$ cat config.mk
export PLATFORM = sky130hd
export DESIGN_NAME = game_target_spawn_scheduler
export DESIGN_NICKNAME = d
export VERILOG_FILES = /design/src/rtl/game_spawn_pkg.sv /design/src/rtl/game_lfsr16.sv /design/src/rtl/game_target_spawn_scheduler.sv
export SDC_FILE = /design/constraint.sdc
export NUM_CORES = 1
export LEC_CHECK = 0
export CAP_MARGIN = 25
export CORE_MARGIN = 2
export CORE_UTILIZATION = 49
export CTS_CLUSTER_SIZE = 10
export DETAILED_ROUTE_END_ITERATION = 16
export PLACE_DENSITY = 0.78
export REMOVE_ABC_BUFFERS = 1
export SYNTH_ARGS = -nofsm -noshare
export SYNTH_HDL_FRONTEND = slang
export SYNTH_SLANG_ARGS = --single-unit
$ cat constraint.sdc
create_clock -name clk -period 1.6 [get_ports clk]
set_input_delay 0.16 -clock clk [delete_from_list [all_inputs] [get_ports clk]]
set_output_delay 0.16 -clock clk [all_outputs]
set_load 0.05 [all_outputs]
$ cat src/rtl/game_spawn_pkg.sv
// Shared types and constants for the target spawn scheduler and its LFSR.
package game_spawn_pkg;

    typedef enum logic [1:0] {
        IDLE,
        DRAW,
        WRITE,
        DONE
    } spawn_state_t;

    localparam logic [15:0] LFSR_MASK = 16'hB400;
    localparam int unsigned VEL_W     = 4;
    localparam int unsigned LEVEL_W   = 3;

    // One step of the right-shifting Galois LFSR; a non-zero state never maps to zero.
    function automatic logic [15:0] lfsr_next(input logic [15:0] cur);
        return {1'b0, cur[15:1]} ^ (cur[0] ? LFSR_MASK : 16'h0000);
    endfunction

endpackage

$ cat src/rtl/game_lfsr16.sv
// Free-running 16-bit Galois LFSR; also reused for bullet jitter.
module game_lfsr16
    import game_spawn_pkg::*;
#(
    parameter logic [15:0] SEED = 16'hACE1
) (
    input  logic        clk,
    input  logic        rst,
    input  logic        enable,
    output logic [15:0] q
);

    logic [15:0] q_q;
    logic [15:0] q_d;

    // Next state: advance one step when enabled.
    always_comb begin
        q_d = q_q;
        if (enable) begin
            q_d = lfsr_next(q_q);
        end
    end

    // State register, reloaded with the seed on reset.
    always_ff @(posedge clk) begin
        if (rst) begin
            q_q <= SEED;
        end else begin
            q_q <= q_d;
        end
    end

    assign q = q_q;

endmodule

$ cat src/rtl/game_target_spawn_scheduler.sv
// Spawns N target sprites per round: draws position/speed from the LFSR and
// writes each target in turn, then signals completion to the master FSM.
module game_target_spawn_scheduler
    import game_spawn_pkg::*;
#(
    parameter int unsigned    N_TARGETS = 3,
    parameter int unsigned    X_WIDTH   = 10,
    parameter int unsigned    Y_WIDTH   = 10,
    parameter int unsigned    X_MIN     = 64,
    parameter int unsigned    MAX_LEVEL = 6,
    parameter logic [15:0]    LFSR_SEED = 16'hACE1
) (
    input  logic                      clk,
    input  logic                      rst,
    input  logic                      round_start,
    input  logic [3:0]                score,
    output logic                      spawn_busy,
    output logic                      spawn_done,
    output logic [N_TARGETS-1:0]      write_xy,
    output logic [N_TARGETS-1:0]      write_dxy,
    output logic [X_WIDTH-1:0]        x,
    output logic [Y_WIDTH-1:0]        y,
    output logic signed [VEL_W-1:0]   dx,
    output logic signed [VEL_W-1:0]   dy,
    output logic [LEVEL_W-1:0]        level
);

    spawn_state_t                state_q, state_d;
    logic [2:0]                  idx_q, idx_d;
    logic [LEVEL_W-1:0]          level_q, level_d;
    logic [X_WIDTH-1:0]          x_q, x_d;
    logic [Y_WIDTH-1:0]          y_q, y_d;
    logic signed [VEL_W-1:0]     dx_q, dx_d;
    logic signed [VEL_W-1:0]     dy_q, dy_d;
    logic [N_TARGETS-1:0]        wr_q, wr_d;
    logic                        done_q, done_d;
    logic                        busy_q, busy_d;

    logic [15:0]                 lfsr;
    logic [3:0]                  level_raw;
    logic [VEL_W-1:0]            speed;

    game_lfsr16 #(
        .SEED (LFSR_SEED)
    ) u_lfsr (
        .clk    (clk),
        .rst    (rst),
        .enable (1'b1),
        .q      (lfsr)
    );

    assign level_raw = score >> 1;
    assign speed     = VEL_W'(level_q) + VEL_W'(1);

    // Next-state and next-output logic; strobes and done default low so they pulse for one cycle.
    always_comb begin
        state_d = state_q;
        idx_d   = idx_q;
        level_d = level_q;
        x_d     = x_q;
        y_d     = y_q;
        dx_d    = dx_q;
        dy_d    = dy_q;
        wr_d    = '0;
        done_d  = 1'b0;
        busy_d  = busy_q;

        unique case (state_q)
            IDLE: begin
                if (round_start) begin
                    state_d = DRAW;
                    idx_d   = '0;
                    busy_d  = 1'b1;
                    level_d = (level_raw > 4'(MAX_LEVEL)) ? LEVEL_W'(MAX_LEVEL)
                                                          : level_raw[LEVEL_W-1:0];
                end
            end
            DRAW: begin
                x_d     = X_WIDTH'(X_MIN) + X_WIDTH'(lfsr[8:0]);
                y_d     = Y_WIDTH'(lfsr[15:9]);
                dx_d    = lfsr[0] ? $signed(-speed) : $signed(speed);
                dy_d    = VEL_W'(1);
                wr_d    = N_TARGETS'(1) << idx_q;
                state_d = WRITE;
            end
            WRITE: begin
                if (idx_q == 3'(N_TARGETS - 1)) begin
                    state_d = DONE;
                    done_d  = 1'b1;
                end else begin
                    idx_d   = idx_q + 3'd1;
                    state_d = DRAW;
                end
            end
            DONE: begin
                state_d = IDLE;
                busy_d  = 1'b0;
            end
            default: begin
                state_d = IDLE;
                busy_d  = 1'b0;
            end
        endcase
    end

    // State and output registers; reset abandons any spawn in progress.
    always_ff @(posedge clk) begin
        if (rst) begin
            state_q <= IDLE;
            idx_q   <= '0;
            level_q <= '0;
            x_q     <= '0;
            y_q     <= '0;
            dx_q    <= '0;
            dy_q    <= '0;
            wr_q    <= '0;
            done_q  <= 1'b0;
            busy_q  <= 1'b0;
        end else begin
            state_q <= state_d;
            idx_q   <= idx_d;
            level_q <= level_d;
            x_q     <= x_d;
            y_q     <= y_d;
            dx_q    <= dx_d;
            dy_q    <= dy_d;
            wr_q    <= wr_d;
            done_q  <= done_d;
            busy_q  <= busy_d;
        end
    end

    assign spawn_busy = busy_q;
    assign spawn_done = done_q;
    assign write_xy   = wr_q;
    assign write_dxy  = wr_q;
    assign x          = x_q;
    assign y          = y_q;
    assign dx         = dx_q;
    assign dy         = dy_q;
    assign level      = level_q;

endmodule
; ---- Word level (Yosys, flattened, before mapping)
; Cells that the tools add are included.
[op_classes]
n_addsub = 4
magnitude_cmp = 1
eq_ne = 6
n_shift = 1
mux = 12
bitwise_logic = 3
reduce_logical = 8
[ops]
columns = cell, n
row1 = $mux W16, 1
row2 = $xor A15 B16 Y16, 1
row3 = $add A7 B9 Y10 const A, 1
row4 = $mux W3, 3
row5 = $pmux W2 S4, 1
row6 = $pmux W3 S2, 1
row7 = $add A3 B1 Y4 const B, 1
row8 = $eq A2 B2 Y1 const B, 2
row9 = $mux W2, 2
row10 = $mux W4, 1
row11 = $ne A2 B2 Y1 const B, 2
row12 = $neg A4 Y4, 1
row13 = $reduce_and A2 Y1, 2
row14 = $reduce_bool A2 Y1, 2
row15 = $reduce_or A2 Y1, 2
row16 = $add A3 B1 Y3 const B, 1
row17 = $eq A3 B2 Y1 const B, 1
row18 = $gt A3 B3 Y1 const B, 1
row19 = $reduce_and A3 Y1, 1
row20 = $shl A1 B3 Y3 const A, 1
row21 = $eq A2 B1 Y1 const B, 1
row22 = $logic_not A2 Y1, 1
row23 = $mux W1, 2
row24 = $not A1 Y1, 2
row25 = $pmux W1 S2, 1
[totals]
register_bits = 51
input_bits = 7
out_inout_bits = 39
wordCells = 46

; ---- Depth between registers and ports, before layout
; Gate-level depths: netlist (run 1).
[logic_depth]
word_depth = 3
depth_mapped = 5
depth_no_buf = 5

; ---- Modules after synthesis
; From an unflattened synthesis (run 1), not the netlist that was laid out.
[hier_totals]
cells_unflattened = 233
hier_area_um2 = 2127.0
[modules_own_cells]
columns = mod, n_inst, cells_per_inst, area_per_inst_um2, seq_area_each_um2
row1 = game_target_spawn_scheduler, 1, 177, 1497.7, 700.7
row2 = game_lfsr16, 1, 56, 629.4, 320.3

; ---- Worst setup path before layout (run 1)
; OpenSTA, ideal clock, no wires.
[synth_timing]
path_kind = register -> register
from = register level_q[0] (netlist: level[0])
to = register dx_q[1] (netlist: dx[1])
setup_ps = 91
arrival_ps = 1569
required_ps = 1509
setup_slack_ps = -60
path_stages_with_launch = 4
n_path_buf = 0
synth_period_minus_slack_ps = 1660
cell_sequence = dfxtp_1 ha_1 or2_2 a311oi_1
[synth_via]
elab_chain_cells = 3
[synth_rtl]
columns = element, line
row1 = from (decl), game_target_spawn_scheduler.sv:30  ; logic [LEVEL_W-1:0] level_q, level_d;
row2 = from (signal assigned), game_target_spawn_scheduler.sv:122  ; level_q <= level_d;
row3 = $add A3 B1 Y4 (*), game_target_spawn_scheduler.sv:53  ; assign speed = VEL_W'(level_q) + VEL_W'(1);
row4 = $neg A4 Y4, game_target_spawn_scheduler.sv:81  ; dx_d = lfsr[0] ? $signed(-speed) : $signed(speed);
row5 = $mux W4 (*), game_target_spawn_scheduler.sv:81
row6 = to (signal assigned), game_target_spawn_scheduler.sv:114  ; dx_q <= '0;
row7 = to (signal assigned), game_target_spawn_scheduler.sv:125  ; dx_q <= dx_d;
row8 = to (decl), game_target_spawn_scheduler.sv:33  ; logic signed [VEL_W-1:0] dx_q, dx_d;
; Mark *: on every way between the ends. The rest lies on a longest branch, timed or not.
; A chain may end at the register's enable or synchronous reset.

; ---- Final worst setup path (run 1)
[layout_timing]
from = register done_q (netlist: spawn_done)
to = output spawn_done
[layout_lines]
columns = element, line
row1 = from (decl), game_target_spawn_scheduler.sv:36  ; logic done_q, done_d;
row2 = from (signal assigned), game_target_spawn_scheduler.sv:128  ; done_q <= done_d;
row3 = to (decl), game_target_spawn_scheduler.sv:18  ; output logic spawn_done,
; No word-level cell between the ends.

==> flow_summary.json, run 1 <==
{
  "required_ps": 1440,
  "placed_area_sq_um": 2310,
  "netlist_top_cells_area": "dfxtp_1 (52%), nand2_1 (6.9%), a21oi_1 (5.1%), buf_4 (3.5%), ha_1 (3.2%)",
  "die_w_um": 67.1,
  "syn_to_final_growth_pct": 22.9,
  "synth-edff-count": 0,
  "dr.pass1.iters": 4,
  "reg2reg_to": "idx_q[2]",
  "ios": 46,
  "synth-seq-cells": 51,
  "synth.most_common_cell": "dfxtp_1",
  "finalCritPeriodShare_pct": 97.8,
  "async_flop_share_pct": 0,
  "grt_antenna_before_repair": 0,
  "hold_class": "input port to flop",
  "clock-sinks": 51,
  "postCtsHoldBufs": 0,
  "grt_pass1_vias": 1209,
  "layout-drive-gt1-share_pct": 23.7,
  "grt_max_degree": 31,
  "synth_common_cells": "dfxtp_1 (51), nand2_1 (36), a21oi_1 (20), nor2_1 (13), nor2b_1 (10)",
  "synth_area_leader_cell": "dfxtp_1",
  "route.detailed.drc": 0,
  "max_stage_delay_ps": 790,
  "synth.distinct_cells": 36,
  "path_class": "flop to output pin",
  "initial_core_util_pct": 52.1,
  "hold_violations": 0,
  "clk_latency_ps": 300,
  "drv_cap": 0,
  "avgSynthCellArea_sq_um": 9.16,
  "clock-root-buffer": "clkbuf_8",
  "yosysSeqAreaShare_pct": 52.3,
  "p_leak_nw": 1.04,
  "max_freq_ghz": 0.639,
  "irDropWorstVdd_mv": 0.504,
  "die_height_um": 67.1,
  "syn_inst": 213,
  "period_needed_ps": 1560,
  "min_to": "level[0]",
  "crit_family": "buffers and inverters",
  "vias": 1461,
  "crit_fanout": 1,
  "fp-row-count": 22,
  "rr_worst_depth": 5,
  "antenna_left": 0,
  "yosys.area.top_type_share_pct": 52.3,
  "reg2reg_from": "idx_q[0]",
  "rsz0062_at_grt": "no",
  "grt-ovfl-total": 0,
  "grt_pass1_wl_mm": 5.52,
  "worstPathArrival_ps": 1400,
  "startpoint_type": "flop",
  "r2r_slack_ps": 80,
  "nets": 265,
  "slowest_stage": "clkdlybuf4s50_1",
  "die-area_sq_um": 4500,
  "status": "completed",
  "maxSlewViolCount": 0,
  "finalClockSkew_ps": 12.0,
  "via_per_inst": 4.85,
  "fp.coreArea_sq_um": 3740,
  "hold_path_depth": 3,
  "worstPathBufferInverterCount": 1,
  "final_core_util_pct": 64.1,
  "gr-usage-all-layers_pct": 16.5,
  "syn_area_sq_um": 1950,
  "wl_mm": 3.41,
  "powerDensity_nw_per_um2": 1070,
  "cts_tree": "built",
  "path_clk_slew_ps": 90,
  "io_buffers": 38,
  "hold_start": "score[1]",
  "dp_hpwl_mm": 2.45,
  "finalInstanceArea_sq_um": 2400,
  "antenna_cells": 0,
  "yosys_warnings": 0,
  "initialDrtViolationCount": 72,
  "clockBufferDepth": 2,
  "yosys_most_used_dff": "dfxtp_1",
  "endpoint_kind": "output pin",
  "setup_tns_ps": 0,
  "setup_viol": 0,
  "gp_congestion": 0.734,
  "worstPathCellList": "clkdlybuf4s50_1",
  "wl_per_cell_um": 11.3,
  "cts.htree.levels": 2,
  "cts_made_buffers": 5
}
-- stage by stage --
stage	hold slack [ps]	worst slack (ps)	power, mW	cells
6_report	445	35.3	2.56	301
3_3_place_gp	423	81.4	1.89	293
5_1_grt	459	3.93	2.68	301
2_1_floorplan	229	-59.8	1.73	198
3_5_place_dp	437	51.0	1.90	293
4_1_cts	442	21.6	2.58	300
-- layer usage --
metal	GRT usage [%]	routed length, um
met3	3.55	167
met5	0	0
met2	26.4	1580
met1	20.8	1630
met4	8.42	38
-- power breakdown --
part | switching, mW | total (mW) | internal, mW
sequential | 0.0545 | 1.40 | 1.34
combinational | 0.302 | 0.469 | 0.167
clock | 0.390 | 0.689 | 0.299
total | 0.746 | 2.56 | 1.81
-- registers in the layout, indices dropped and copies added (netlist names) --
| register | count |
|---|---|
| u_lfsr.q | 16 |
| x | 10 |
| y | 7 |
| dx | 4 |
| idx_q | 3 |
| level | 3 |
| write_dxy | 3 |
| state_q | 2 |
| dy | 1 |
| spawn_busy | 1 |
| spawn_done | 1 |
-- placed cells by master, fill, tap and decap left out, types with 2 or more instances in the layout --
cell	count
clkdlybuf4s50_1	6
nand3_1	3
a211oi_1	3
a31oi_1	2
nand2b_1	6
clkbuf_8	5
nand2_1	36
inv_1	4
and2b_1	3
conb_1	6
nor2_1	13
buf_4	40
nor2b_1	10
or2_2	6
o21ai_0	6
dfxtp_1	50
ha_1	5
buf_12	2
mux2i_1	2
and3b_1	3
a21oi_1	20
xnor2_1	4
-- final cells by class --
cell class	count	area, sq um
fillers	340	1350
clock inverters	2	13.8
repair buffers	48	400
multi-input cells	143	818
well taps	48	60.1
inverters	4	15.0
clock buffers	5	68.8
flip-flops and latches	51	1020
-- cells by family (layout without fill, tap and decap cells) --
group                      Yosys count  in the layout  share of synthesized area (%)
adders and majority gates            5              5                           3.21
DFF                                 51             51                           52.3
buffers and inverters               24             59                           6.73
AOI/OAI and AO/OA                   36             36                           11.0
muxes                                2              2                           1.03
xor gates and xnor gates             5              5                           2.24
and+or+nand+nor                     89             89                           23.3
other                                1              6                          0.192
-- how the worst max path moves through the flow --
stage                     depth (start not counted)        start  slack (ps)    endpoint
after floorplan                                   3     level[0]         -60       dx[1]
after global placement                            4  round_start          80    idx_q[2]
after detailed placement                          5     idx_q[0]          50    idx_q[2]
after CTS                                         5     idx_q[0]          20    idx_q[2]
after global routing                              1   spawn_done           4  spawn_done
final                                             1   spawn_done          40  spawn_done
-- what timing repair did --
item                                    in CTS  in global routing
endpoints found under the setup margin       0                  1
buffers inserted                             0                  1
resized for setup                            0                  1
No activity file was read; power rests on OpenSTA's default activity.
==> run 2, diff against run 1 <==
--- a/config.mk
+++ b/config.mk
@@ -7,10 +7,10 @@
 export LEC_CHECK = 0
 export CAP_MARGIN = 25
 export CORE_MARGIN = 2
-export CORE_UTILIZATION = 49
+export CORE_UTILIZATION = 45
 export CTS_CLUSTER_SIZE = 10
 export DETAILED_ROUTE_END_ITERATION = 16
-export PLACE_DENSITY = 0.78
+export PLACE_DENSITY = 0.72
 export REMOVE_ABC_BUFFERS = 1
 export SYNTH_ARGS = -nofsm -noshare
 export SYNTH_HDL_FRONTEND = slang
==> run 2 against run 1 <==
- clock power increased by 16%
- global-route usage decreased by 2.0 points
- count of clock-buffer cells in the layout increased by 2
- worst setup slack improved by 25 ps
- routed wire length about the same
- critical path depth increased by 4
- final area increased by 0.89%
- via count increased by 0.34%
- combinational power increased by 0.9%
- final cell count increased by 1.0%
- core utilization decreased by 4.9 points
- total power increased by 4.2%
- largest power group unchanged
==> flow_summary.json, run 2 (synthesis gave the netlist of run 1 again) <==
{
  "rsz0062_at_grt": "no",
  "finalClockSkew_ps": 7.23,
  "power_frac_seq_pct": 52.2,
  "die-area_sq_um": 4880,
  "layout-drive-gt1-share_pct": 24.4,
  "initialDrtViolationCount": 76,
  "powerDensity_nw_per_um2": 1100,
  "maxSlewViolCount": 0,
  "antenna_cells": 0,
  "grt_pass1_vias": 1274,
  "grt-ovfl-total": 0,
  "wl_mm": 3.41,
  "fp.coreArea_sq_um": 4090,
  "clock-sinks": 51,
  "io_buffers": 38,
  "power.share.clock_pct": 30.0,
  "clk_latency_ps": 300,
  "startpoint_type": "flop",
  "worstPathArrival_ps": 1770,
  "clock-root-buffer": "clkbuf_8",
  "period_needed_ps": 1540,
  "grt_pass1_wl_mm": 5.77,
  "p_leak_nw": 1.05,
  "seq_area_sq_um": 1020,
  "initial_core_util_pct": 47.8,
  "top_usage_layer": "met2",
  "fp-row-count": 23,
  "dr.pass1.iters": 4,
  "route.detailed.drc": 0,
  "syn_to_final_growth_pct": 24.0,
  "final_common_cell": "dfxtp_1",
  "crit_fanout": 4,
  "grt_util_met1_pct": 19.1,
  "irDropWorstVdd_mv": 0.595,
  "ios": 46,
  "dp_hpwl_mm": 2.41,
  "p_int_mw": 1.90,
  "cts.htree.levels": 2,
  "vias": 1466,
  "status": "completed",
  "grt_util_met2_pct": 22.8,
  "multi_input_area_sq_um": 818,
  "drv_cap": 0,
  "cts_made_buffers": 5,
  "endpoint_kind": "flop",
  "path_clk_slew_ps": 90,
  "switching_share_pct": 28.5,
  "pwr-share-comb_pct": 17.7,
  "final_cell_mix": "dfxtp_1 (50), buf_4 (41), nand2_1 (36)",
  "p_switching_mw": 0.760,
  "antenna_left": 0,
  "cts_setup_buffers": 0,
  "clockBufferDepth": 2,
  "wl_per_cell_um": 11.2,
  "gp_congestion": 0.739,
  "hold_violations": 0,
  "die_w_um": 69.9,
  "max_freq_ghz": 0.650,
  "cts_tree": "built",
  "hold_class": "input port to flop",
  "fillers": 400,
  "grt_max_degree": 19,
  "grt_antenna_before_repair": 0,
  "dp.cells": 296,
  "via_per_inst": 4.82,
  "path_class": "flop to flop",
  "gr-usage-all-layers_pct": 14.5,
  "setup_viol": 0,
  "nets": 265,
  "p_total_mw": 2.66,
  "grtUsageMet3_pct": 3.61,
  "die_height_um": 69.9,
  "required_ps": 1830,
  "largest_register_ffs": 16,
  "fin_cells": 304,
  "finalCritPeriodShare_pct": 96.2
}
==> run 2: cell types whose count changed in the layout (fill, tap and decap cells not counted) <==
| cell | previous run | this run |
|---|---|---|
| clkinv_2 | 1 | 0 |
| clkdlybuf4s50_1 | 6 | 5 |
| clkinv_4 | 1 | 0 |
| buf_4 | 40 | 41 |
| clkbuf_8 | 5 | 7 |
| clkinvlp_4 | 0 | 1 |
==> run 2: area by class of cell <==
type                       instances  share of cell area (%)
clock inverter                     1                   0.310
multi-input combinational        143                    33.8
inverter                           4                   0.620
tap                               50                    2.59
clock buffer                       7                    3.98
timing repair buffer              48                    16.4
sequential                        51                    42.2
==> run 2: worst max-delay path, cell delays in order, from the launching register on <==
cell and delay (ps):
dfxtp_2 350, inv_1 70, ha_1 220, and3b_1 200, or4_4 420, a211oi_2 210
==> run 2: path summary, 6_finish.rpt <==
kind              slack (ps)  depth (start not counted)         start      endpoint
setup / recovery          60                          5      idx_q[0]      idx_q[2]
hold reg to reg          450                          1  u_lfsr.q[12]  u_lfsr.q[11]
setup reg to reg          60                          5      idx_q[0]      idx_q[2]
hold / removal           440                          3      score[1]      level[0]
==> run 2: power by group through the flow <==
| stage | Clock (mW) | Sequential [mW] | Combinational [mW] |
|---|---|---|---|
| CTS | 0.836 | 1.39 | 0.477 |
| global route | 0.882 | 1.40 | 0.506 |
| detailed placement | 0 | 1.42 | 0.475 |
| floorplan | 0 | 1.56 | 0.167 |
| global placement | 0 | 1.42 | 0.472 |
| finish | 0.800 | 1.39 | 0.473 |
==> run 2: per-stage QoR <==
step / setup TNS (ps) / hold WS [ps] / util, % / cell area, sq um / setup WS [ps]
global route: 0 / 462 / 59.2 / 2420 / 4.15
finish: 0 / 442 / 59.2 / 2420 / 60.5
CTS: 0 / 441 / 59.2 / 2420 / 30.0
global placement: 0 / 424 / 56.6 / 2310 / 80.8
detailed placement: 0 / 428 / 56.6 / 2310 / 57.3
floorplan: -105 / 229 / - / 1850 / -59.8
==> run 2: routing by layer <==
layer  share of wire [%]  wire, um
met4                 1.1        37
met2                  44      1510
met1                  50      1700
met3                 4.7       162
met5                   0         0
==> run 2: timing repair <==
item                                    in CTS  in global routing
gates resized for setup                      0                  1
endpoints found under the setup margin       0                  1
endpoints found under the hold margin        0                  0
hold buffers                                 0                  0
